### config.mk
export PLATFORM = sky130hd
export DESIGN_NAME = uart_tx
export DESIGN_NICKNAME = d
export VERILOG_FILES = /design/src/rtl/uart_tx.sv
export SDC_FILE = /design/constraint.sdc
export NUM_CORES = 1
export LEC_CHECK = 0
export ABC_CLOCK_PERIOD_IN_PS = 3210
export BUFFER_PORTS_ARGS = -buffer_cell sky130_fd_sc_hd__clkbuf_2
export CORE_MARGIN = 1
export CORE_UTILIZATION = 60
export CTS_BUF_LIST = sky130_fd_sc_hd__clkbuf_4
export DETAILED_ROUTE_END_ITERATION = 7
export PLACE_DENSITY = 0.9
export SYNTH_ARGS = -nofsm -noshare
export SYNTH_HDL_FRONTEND = slang
export SYNTH_SLANG_ARGS = --single-unit
### constraint.sdc
create_clock -name clk -period 3.21 [get_ports clk]
set_clock_uncertainty 0.05 [all_clocks]
set_input_delay 0.1605 -clock clk [delete_from_list [all_inputs] [get_ports clk]]
set_output_delay 0.1605 -clock clk [all_outputs]
set_load 0.005 [all_outputs]
### src/rtl/uart_tx.sv
// 8N1 UART transmitter: one frame per rising edge of start, LSB first,
// with a one-cycle done_flag pulse on the edge that ends the stop bit.
`timescale 1ns/1ps
module uart_tx #(
  parameter int CLK_FREQ = 4800000,
  parameter int BAUD     = 9600
) (
  input  logic       clk,
  input  logic       rst,
  input  logic [7:0] tx_data,
  input  logic       start,
  output logic       Rs232_tx_,
  output logic       done_flag
);

  localparam int CLKS_PER_BIT = CLK_FREQ / BAUD;
  localparam int CNT_W = (CLKS_PER_BIT > 1) ? $clog2(CLKS_PER_BIT) : 1;
  localparam logic [CNT_W-1:0] CNT_LAST = CNT_W'(CLKS_PER_BIT - 1);

  typedef enum logic [1:0] {
    IDLE  = 2'd0,
    START = 2'd1,
    DATA  = 2'd2,
    STOP  = 2'd3
  } state_t;

  state_t           state;
  logic [CNT_W-1:0] cnt;
  logic [2:0]       idx;
  logic [7:0]       shift_reg;
  logic             start_d;
  logic             start_edge;
  logic             bit_end;

  assign start_edge = start & ~start_d;
  assign bit_end    = (cnt == CNT_LAST);

  // start_d resets high so a start held through reset release is not an edge.
  always_ff @(posedge clk) begin
    if (!rst) begin
      state     <= IDLE;
      Rs232_tx_ <= 1'b1;
      done_flag <= 1'b0;
      cnt       <= '0;
      idx       <= '0;
      shift_reg <= '0;
      start_d   <= 1'b1;
    end else begin
      start_d   <= start;
      done_flag <= 1'b0;
      case (state)
        IDLE: begin
          Rs232_tx_ <= 1'b1;
          if (start_edge) begin
            shift_reg <= tx_data;
            cnt       <= '0;
            idx       <= '0;
            state     <= START;
            Rs232_tx_ <= 1'b0;
          end
        end
        START: begin
          if (bit_end) begin
            cnt       <= '0;
            state     <= DATA;
            Rs232_tx_ <= shift_reg[0];
            shift_reg <= {1'b0, shift_reg[7:1]};
          end else begin
            cnt <= cnt + CNT_W'(1);
          end
        end
        DATA: begin
          if (bit_end) begin
            cnt <= '0;
            if (idx == 3'd7) begin
              state     <= STOP;
              Rs232_tx_ <= 1'b1;
            end else begin
              idx       <= idx + 3'd1;
              Rs232_tx_ <= shift_reg[0];
              shift_reg <= {1'b0, shift_reg[7:1]};
            end
          end else begin
            cnt <= cnt + CNT_W'(1);
          end
        end
        STOP: begin
          if (bit_end) begin
            cnt       <= '0;
            state     <= IDLE;
            done_flag <= 1'b1;
          end else begin
            cnt <= cnt + CNT_W'(1);
          end
        end
        default: begin
          state     <= IDLE;
          Rs232_tx_ <= 1'b1;
        end
      endcase
    end
  end

endmodule

Yosys cells after proc, flatten, opt, wreduce, memory -nomap -nowiden
Index checks and enable logic that the tools add are counted.
Storage, ports and cells
  register bits: 25
  word-level logic and storage cells: 55
  bits of input ports: 11
  output and inout port bits: 2
Operators by class
  equality and inequality tests: 11
  reduce and logical (&&, ||, !) cells: 9
  mux-type cells: 24
  add/sub/neg operators: 2
  bitwise operators: 2
Operators by type and width (number)
  $mux W8: 4
  $pmux W8 S3: 1
  $mux W9: 2
  $pmux W9 S2: 1
  $ne A2 B2 Y1 const B: 6
  $mux W2: 5
  $reduce_and A5 Y1: 2
  $add A9 B1 Y9 const B: 1
  $eq A9 B9 Y1 const B: 1
  $mux W3: 3
  $pmux W2 S4: 1
  $pmux W3 S2: 1
  $mux W1: 5
  $eq A2 B2 Y1 const B: 2
  $reduce_and A4 Y1: 1
  $add A3 B1 Y3 const B: 1
  $eq A3 B3 Y1 const B: 1
  $pmux W1 S3: 1
  $reduce_and A3 Y1: 1
  $reduce_bool A3 Y1: 1
  $reduce_or A3 Y1: 1
  $eq A2 B1 Y1 const B: 1
  $logic_not A2 Y1: 1
  $reduce_and A2 Y1: 1
  3 further kinds: 3

Logic depth before layout (Yosys ltp)
Gate-level depths: netlist (run 1).
  word-level depth: 4
  mapped depth: 7
  gate-level depth less buffers: 6

Least setup slack after synthesis (run 1)
No wires, ideal clock.
  kind: reg-to-reg
  start point: reg state[0]
  end point: reg shift_reg[7]
  stages on the path, launching flop included: 8
  arrival: 1.615 ns
  setup slack: 1.473 ns
  buffers on the path: 1
  period minus slack after synthesis: 1.737 ns
  cells stage by stage: dfxtp_1 -> inv_1 -> ha_1 -> and2_4 -> a211oi_4 -> and2_1 -> buf_6 -> mux2i_1
Between the ends
  word-level cells in the longest chain between the ends: 3
Ends and longest elaborated chain
  start: declaration: RTL line 27  | state_t state;
  start signal: assignment: RTL line 41  | state <= IDLE;
  start signal: assignment: RTL line 58  | state <= START;
  start signal: assignment: RTL line 65  | state <= DATA;
  $eq A2 B2 Y1 (tied with other cells): RTL line 51  | case (state)
  $ne A2 B2 Y1 (no line) / $reduce_bool A3 Y1 (equally long branches)
  $reduce_and A5 Y1 (no line)
  end signal: assignment: RTL line 55  | shift_reg <= tx_data;
  end signal: assignment: RTL line 67  | shift_reg <= {1'b0, shift_reg[7:1]};
  end signal: assignment: RTL line 81  | shift_reg <= {1'b0, shift_reg[7:1]};
  end: declaration: RTL line 30  | logic [7:0] shift_reg;
Parallel ways exist; a longest one is shown, timed or not.
A chain may end at the register's enable or synchronous reset.

Final worst setup path (run 1)
Same ends and word-level chain as after synthesis.

==> results of run 1 <==
[worst max-delay path by stage]
stage,from,endpoint,slack (ns),cells past startpoint
6_report,state[0],shift_reg[7],1.19,5
4_1_cts,state[0],shift_reg[7],1.21,6
3_5_place_dp,state[0],shift_reg[7],1.24,5
3_3_place_gp,state[0],shift_reg[7],1.33,5
2_1_floorplan,state[0],shift_reg[7],1.47,7
5_1_grt,state[0],shift_reg[7],1.07,5
[cell type report]
cell class	instances	area (um^2)	area share
well taps	28	35.0	0.0239
inverters	6	22.5	0.0153
repair buffers	12	60.1	0.0409
clock buffers	4	30.0	0.0205
multi-input cells	106	820	0.558
flip-flops and latches	25	500	0.341
[worst max-delay path, cell delays in order, from the launching register on]
cell      delay, ns
dfxtp_1        0.41
inv_1          0.08
ha_1           0.41
a211oi_4       0.43
and2_1         0.36
mux2i_1        0.22
[layout by cell type (no fill, tap or decap), types with 4 or more instances in the layout]
| cell | Yosys | routed |
|---|---|---|
| a21oi_1 | 14 | 14 |
| a31oi_1 | 4 | 4 |
| nand2_1 | 11 | 11 |
| nand3_1 | 4 | 4 |
| clkbuf_2 | 0 | 12 |
| o21ai_0 | 7 | 7 |
| inv_1 | 5 | 5 |
| clkbuf_4 | 0 | 4 |
| ha_1 | 7 | 7 |
| mux2i_1 | 10 | 10 |
| dfxtp_1 | 25 | 25 |
| a211oi_1 | 8 | 8 |
| nor2_1 | 5 | 5 |
[per-layer routing]
layer	wire length [um]	global-route usage
met1	1190	0.290
met2	1280	0.369
met3	89	0.0432
met4	38	0.100
met5	0	0
[power by group]
| group | internal, mW | switching [mW] |
|---|---|---|
| sequential | 0.374 | 0.0435 |
| clock | 0.0570 | 0.0924 |
| combinational | 0.211 | 0.279 |
| total | 0.642 | 0.414 |
[kinds of logic after synthesis]
group,synth area share
compound gates,0.238
buf+inv,0.0435
simple gates,0.220
fa+ha+maj,0.0635
mux,0.0725
flops,0.363
[stage by stage]
| step | setup slack (ns) | power (mW) | util |
|---|---|---|---|
| after CTS | 1.21 | 1.05 | 0.670 |
| final | 1.19 | 1.06 | 0.670 |
| after detailed placement | 1.24 | 0.911 | 0.656 |
| after global routing | 1.07 | 1.12 | 0.670 |
| after floorplan | 1.47 | 0.851 | - |
| after global placement | 1.33 | 0.887 | 0.656 |
==> flow_summary.toml, run 1 <==
[outcome]
status = "finished clean"

[sta]
max_freq_mhz = 495
tns_ns = 0
finalCritPeriodShare = 0.629
setup_viol = 0
slew_viol_final = 0
slew_headroom = 0.594
rsz0062_at_grt = "no"
layout_min_cycle_time_ns = 2.02
hold_viol = 0
worst_slew_pin_slew_ns = 0.609
hold_slack_ns = 0.0268

[synth]
synthTopCellsByCount = "25 x dfxtp_1, 14 x a21oi_1, 11 x nand2_1"
synth-edff-count = 0
synth_flop_cell = "dfxtp_1"
yosys.area.top_type = "dfxtp_1"
netlist_area_um2 = 1380
synth_seq_area_share = 0.363
ys_ff_latch = 25
yosysTopAreaCellShare = 0.363
synth_nets = 161
yosysMostFrequentCell = "dfxtp_1"
async_flop_share = 0
syn_inst = 143
yosysWarnings = 0
yosys-top-cells-area = "dfxtp_1 36%, mux2i_1 7.3%, ha_1 6.3%, a21oi_1 5.1%, a211oi_1 4.4%"
synth_cell_types = 43
avgSynthCellArea_um2 = 9.65

[worst_setup_path]
rr_worst_depth = 5
critPathKind = "reg -> reg"
crit_required_ns = 3.42
crit_arrival_ns = 2.23
r2r-end = "shift_reg[7]"
worstSetupStartpointType = "flop"
reg2reg_slack_ns = 1.19
critPathMaxFanout = 16
endpoint_kind = "flop"
r2r_start = "state[0]"

[die]
placementRows = 17
ioPinCount = 13
fp.dieW_um = 50.0
die_y_um = 50.0
dieArea_um2 = 2500
start_util = 0.630
core_area_um2 = 2190

[finish]
syn_to_final_growth_pct = 6.35
largest_reg_flops = 9
fillCellCount = 178
fin_cells = 181
fin_nets = 172
design_area_um2 = 1470
drive_above_1_share = 0.190
diodes = 0

[drt]
drcViolationCount = 0
vias = 1103
dr.pass1.iters = 4
wl_per_cell_um = 14.4
drtAntennaViolNets = 0
vias_per_cell = 6.09
drt_iter0_drc = 38
wirelength_mm = 2.60

[placement]
dp_cells = 177
place_area_um2 = 1440
hpwl_mm = 1.90
io_buffer_count = 12
gp_congestion = 0.925

[global_route]
grt_max_degree = 19
grt_usage = 0.227
grt.overflow.total = 0
grt_first_pass_wirelength_mm = 4.34
grt_pass1_vias = 996
antenna_found_initial = 0

[cts]
clk_latency_ns = 0.31
clockBufferDepth = 2
cts_tree = "yes"
clock_sinks = 25
cts_buffers = 3
clockRootBuffer = "clkbuf_4"
clk_pin_slew_worst_paths_ns = 0.13
holdBufCountCts = 0
htree_levels = 1
cts_resized = 0
postCtsSetupRepairBufs = 0

[hold_path]
worstHoldEndpoint = "start_d"
holdPathStages = 2
hold_class = "in -> reg"
min-delay-start = "start"

[power]
leakage_nw = 0.514
powerDensity_nw_per_um2 = 720
peakVddDrop_mv = 0.508

[flow_run]
drv_cap = 0
Note: power is estimated with default switching activity, not from simulation.
==> inputs of run 2 (changes only) <==
- ABC_CLOCK_PERIOD_IN_PS: 3210 -> 1700
- CORE_UTILIZATION: 60 -> 55
- PLACE_DENSITY: 0.9 -> 0.87
- clock period: 3.21 -> 1.7 ns (I/O delays scaled with it)
==> run 2 against run 1 <==
  * Register-to-register slack got worse by 1.2 ns
  * Design area is 16% higher
  * Via count grew 13%
  * Non-clock buffer count rose by 15
  * Worst hold slack got worse by 0.0055 ns
  * First-iteration DRC count is 16% higher
  * Sequential power grew 88%
  * Sequential cell count did not move
  * Clock power up 83%
  * Critical path depth increased by 2
  * Wire length is 33% higher
  * Largest cell class unchanged
  * Largest power group unchanged
  * Critical endpoint is now idx[0]
==> flow_summary.toml, run 2 (same netlist as run 1, synthesis figures left out) <==
[placement]
io_buffer_count = 12
dp_cells = 188
hpwl_mm = 2.09
gp_congestion = 0.838

[cts]
clockRootBuffer = "clkbuf_4"
cts_tree = "yes"
clk_latency_ns = 0.32
clk_pin_slew_worst_paths_ns = 0.14
htree_levels = 1
clock_sinks = 25
cts_buffers = 3
clockBufferDepth = 2

[finish]
diodes = 0
largest_reg_flops = 9
drive_above_1_share = 0.345
fin_cells = 196
syn_to_final_growth_pct = 22.8
layout_common_cells = "22 x dfxtp_1, 12 x a21oi_1, 12 x clkbuf_2, 12 x buf_4, 11 x nand2_1"
layout_commonest_cell = "dfxtp_1"
fin_nets = 187

[worst_setup_path]
reg2reg_slack_ns = 0.04
r2r-end = "idx[0]"
rr_worst_depth = 7
crit_arrival_ns = 1.88
r2r_start = "state[0]"
crit_required_ns = 1.92
critPathMaxFanout = 7
endpoint_kind = "flop"
worstSetupStartpointType = "flop"
critPathKind = "reg -> reg"

[drt]
wl_met1_mm = 1.38
wl_met3_um = 195
drt_iter0_drc = 44
wl_met2_mm = 1.68
vias_per_cell = 6.36
dr.pass1.iters = 6
wl_per_cell_um = 17.6
drcViolationCount = 0
drtAntennaViolNets = 0
highest-signal-layer = "met4"
vias = 1246
wirelength_mm = 3.45

[global_route]
grt_usage = 0.242
grt.overflow.total = 0
grt_max_degree = 15
antenna_found_initial = 0
grt_pass1_vias = 1101
grt_first_pass_wirelength_mm = 4.82

[power]
intPower_mw = 1.39
p_sw_mw = 0.943
power_frac_seq = 0.336
comb_power_share = 0.547
powerDensity_nw_per_um2 = 1380
clock_power_share = 0.117
peakVddDrop_mv = 0.807
switching_share = 0.404
leakage_nw = 0.588

[outcome]
status = "finished clean"

[die]
ioPinCount = 13
dieArea_um2 = 2710
fp.dieW_um = 52.1
die_y_um = 52.1
placementRows = 17
start_util = 0.601
core_area_um2 = 2300

[sta]
layout_min_cycle_time_ns = 1.66
setup_viol = 0
hold_viol = 0
tns_ns = 0
finalCritPeriodShare = 0.977
slew_headroom = 0.764
max_freq_mhz = 602
worst_slew_pin_slew_ns = 0.354
slew_viol_final = 0

[hold_path]
min-delay-start = "tx_data[4]"
holdPathStages = 3
hold_class = "in -> reg"
worstHoldEndpoint = "shift_reg[4]"

[flow_run]
drv_cap = 0
==> run 2: cell types whose count changed in the layout (fill, tap and decap cells not counted), moves of 3 or more <==
cell	change
ha_1	-7
ha_2	+3
ha_4	+4
dfxtp_1	-3
buf_4	+12
==> run 2: worst max path at each step <==
stage                        start      endpoint  slack [ns]  cells after the start
after detailed placement  state[1]      state[1]       -0.01                      5
final                     state[0]        idx[0]        0.04                      7
after floorplan           state[0]  shift_reg[7]        0.01                      7
after global placement    state[0]  shift_reg[7]        0.08                      6
after global routing        cnt[5]        idx[2]       -0.04                      5
after CTS                   cnt[0]        idx[2]       0.002                      6
==> run 2: layout make-up <==
class / instances / area [um^2]
sequential: 25 / 507
clock inverter: 1 / 5.00
clock buffer: 3 / 22.5
timing repair buffer: 27 / 181
fill: 139 / 602
multi-input combinational: 106 / 922
inverter: 6 / 22.5
tap: 28 / 35.0
==> run 2: stage by stage <==
| stage | cell area, um^2 | util | worst slack, ns | total power, mW | hold WS, ns |
|---|---|---|---|---|---|
| after floorplan | 1380 | - | 0.0129 | 1.61 | 0.136 |
| after global routing | 1700 | 0.738 | -0.0359 | 2.46 | 0.0338 |
| after CTS | 1580 | 0.687 | 0.00236 | 2.14 | 0.0230 |
| final | 1700 | 0.738 | 0.0385 | 2.33 | 0.0213 |
| after global placement | 1520 | 0.662 | 0.0811 | 1.79 | 0.277 |
| after detailed placement | 1520 | 0.662 | -0.0144 | 1.84 | 0.289 |
==> run 2: what timing repair did <==
action                                  CTS  global route
gates resized for setup                   5            22
endpoints found under the setup margin    4            14
pin swaps                                 0             2
hold buffers                              2             0
buffers inserted                          0             2
hold endpoints to repair                  2             0
==> run 2: power by group through the flow <==
stage	clock (mW)	combinational (mW)	sequential, mW
final	0.272	1.28	0.784
after global routing	0.291	1.38	0.791
after CTS	0.272	1.09	0.776
after detailed placement	0	1.05	0.788
after global placement	0	1.02	0.777
after floorplan	0	0.829	0.779
==> run 2: per-layer routing <==
metal | global-route usage | up-vias
met5 | 0 | -
met4 | 0.126 | 0
met3 | 0.0292 | 24
met1 | 0.288 | 586
li1 | - | 585
met2 | 0.419 | 51
==> run 2: critical path, stage by stage (launching register included) <==
cell and delay (ns):
dfxtp_1 0.36, inv_1 0.11, ha_4 0.22, nand2b_4 0.09
a2111oi_4 0.05, buf_4 0.15, or3_2 0.45, a21oi_2 0.12
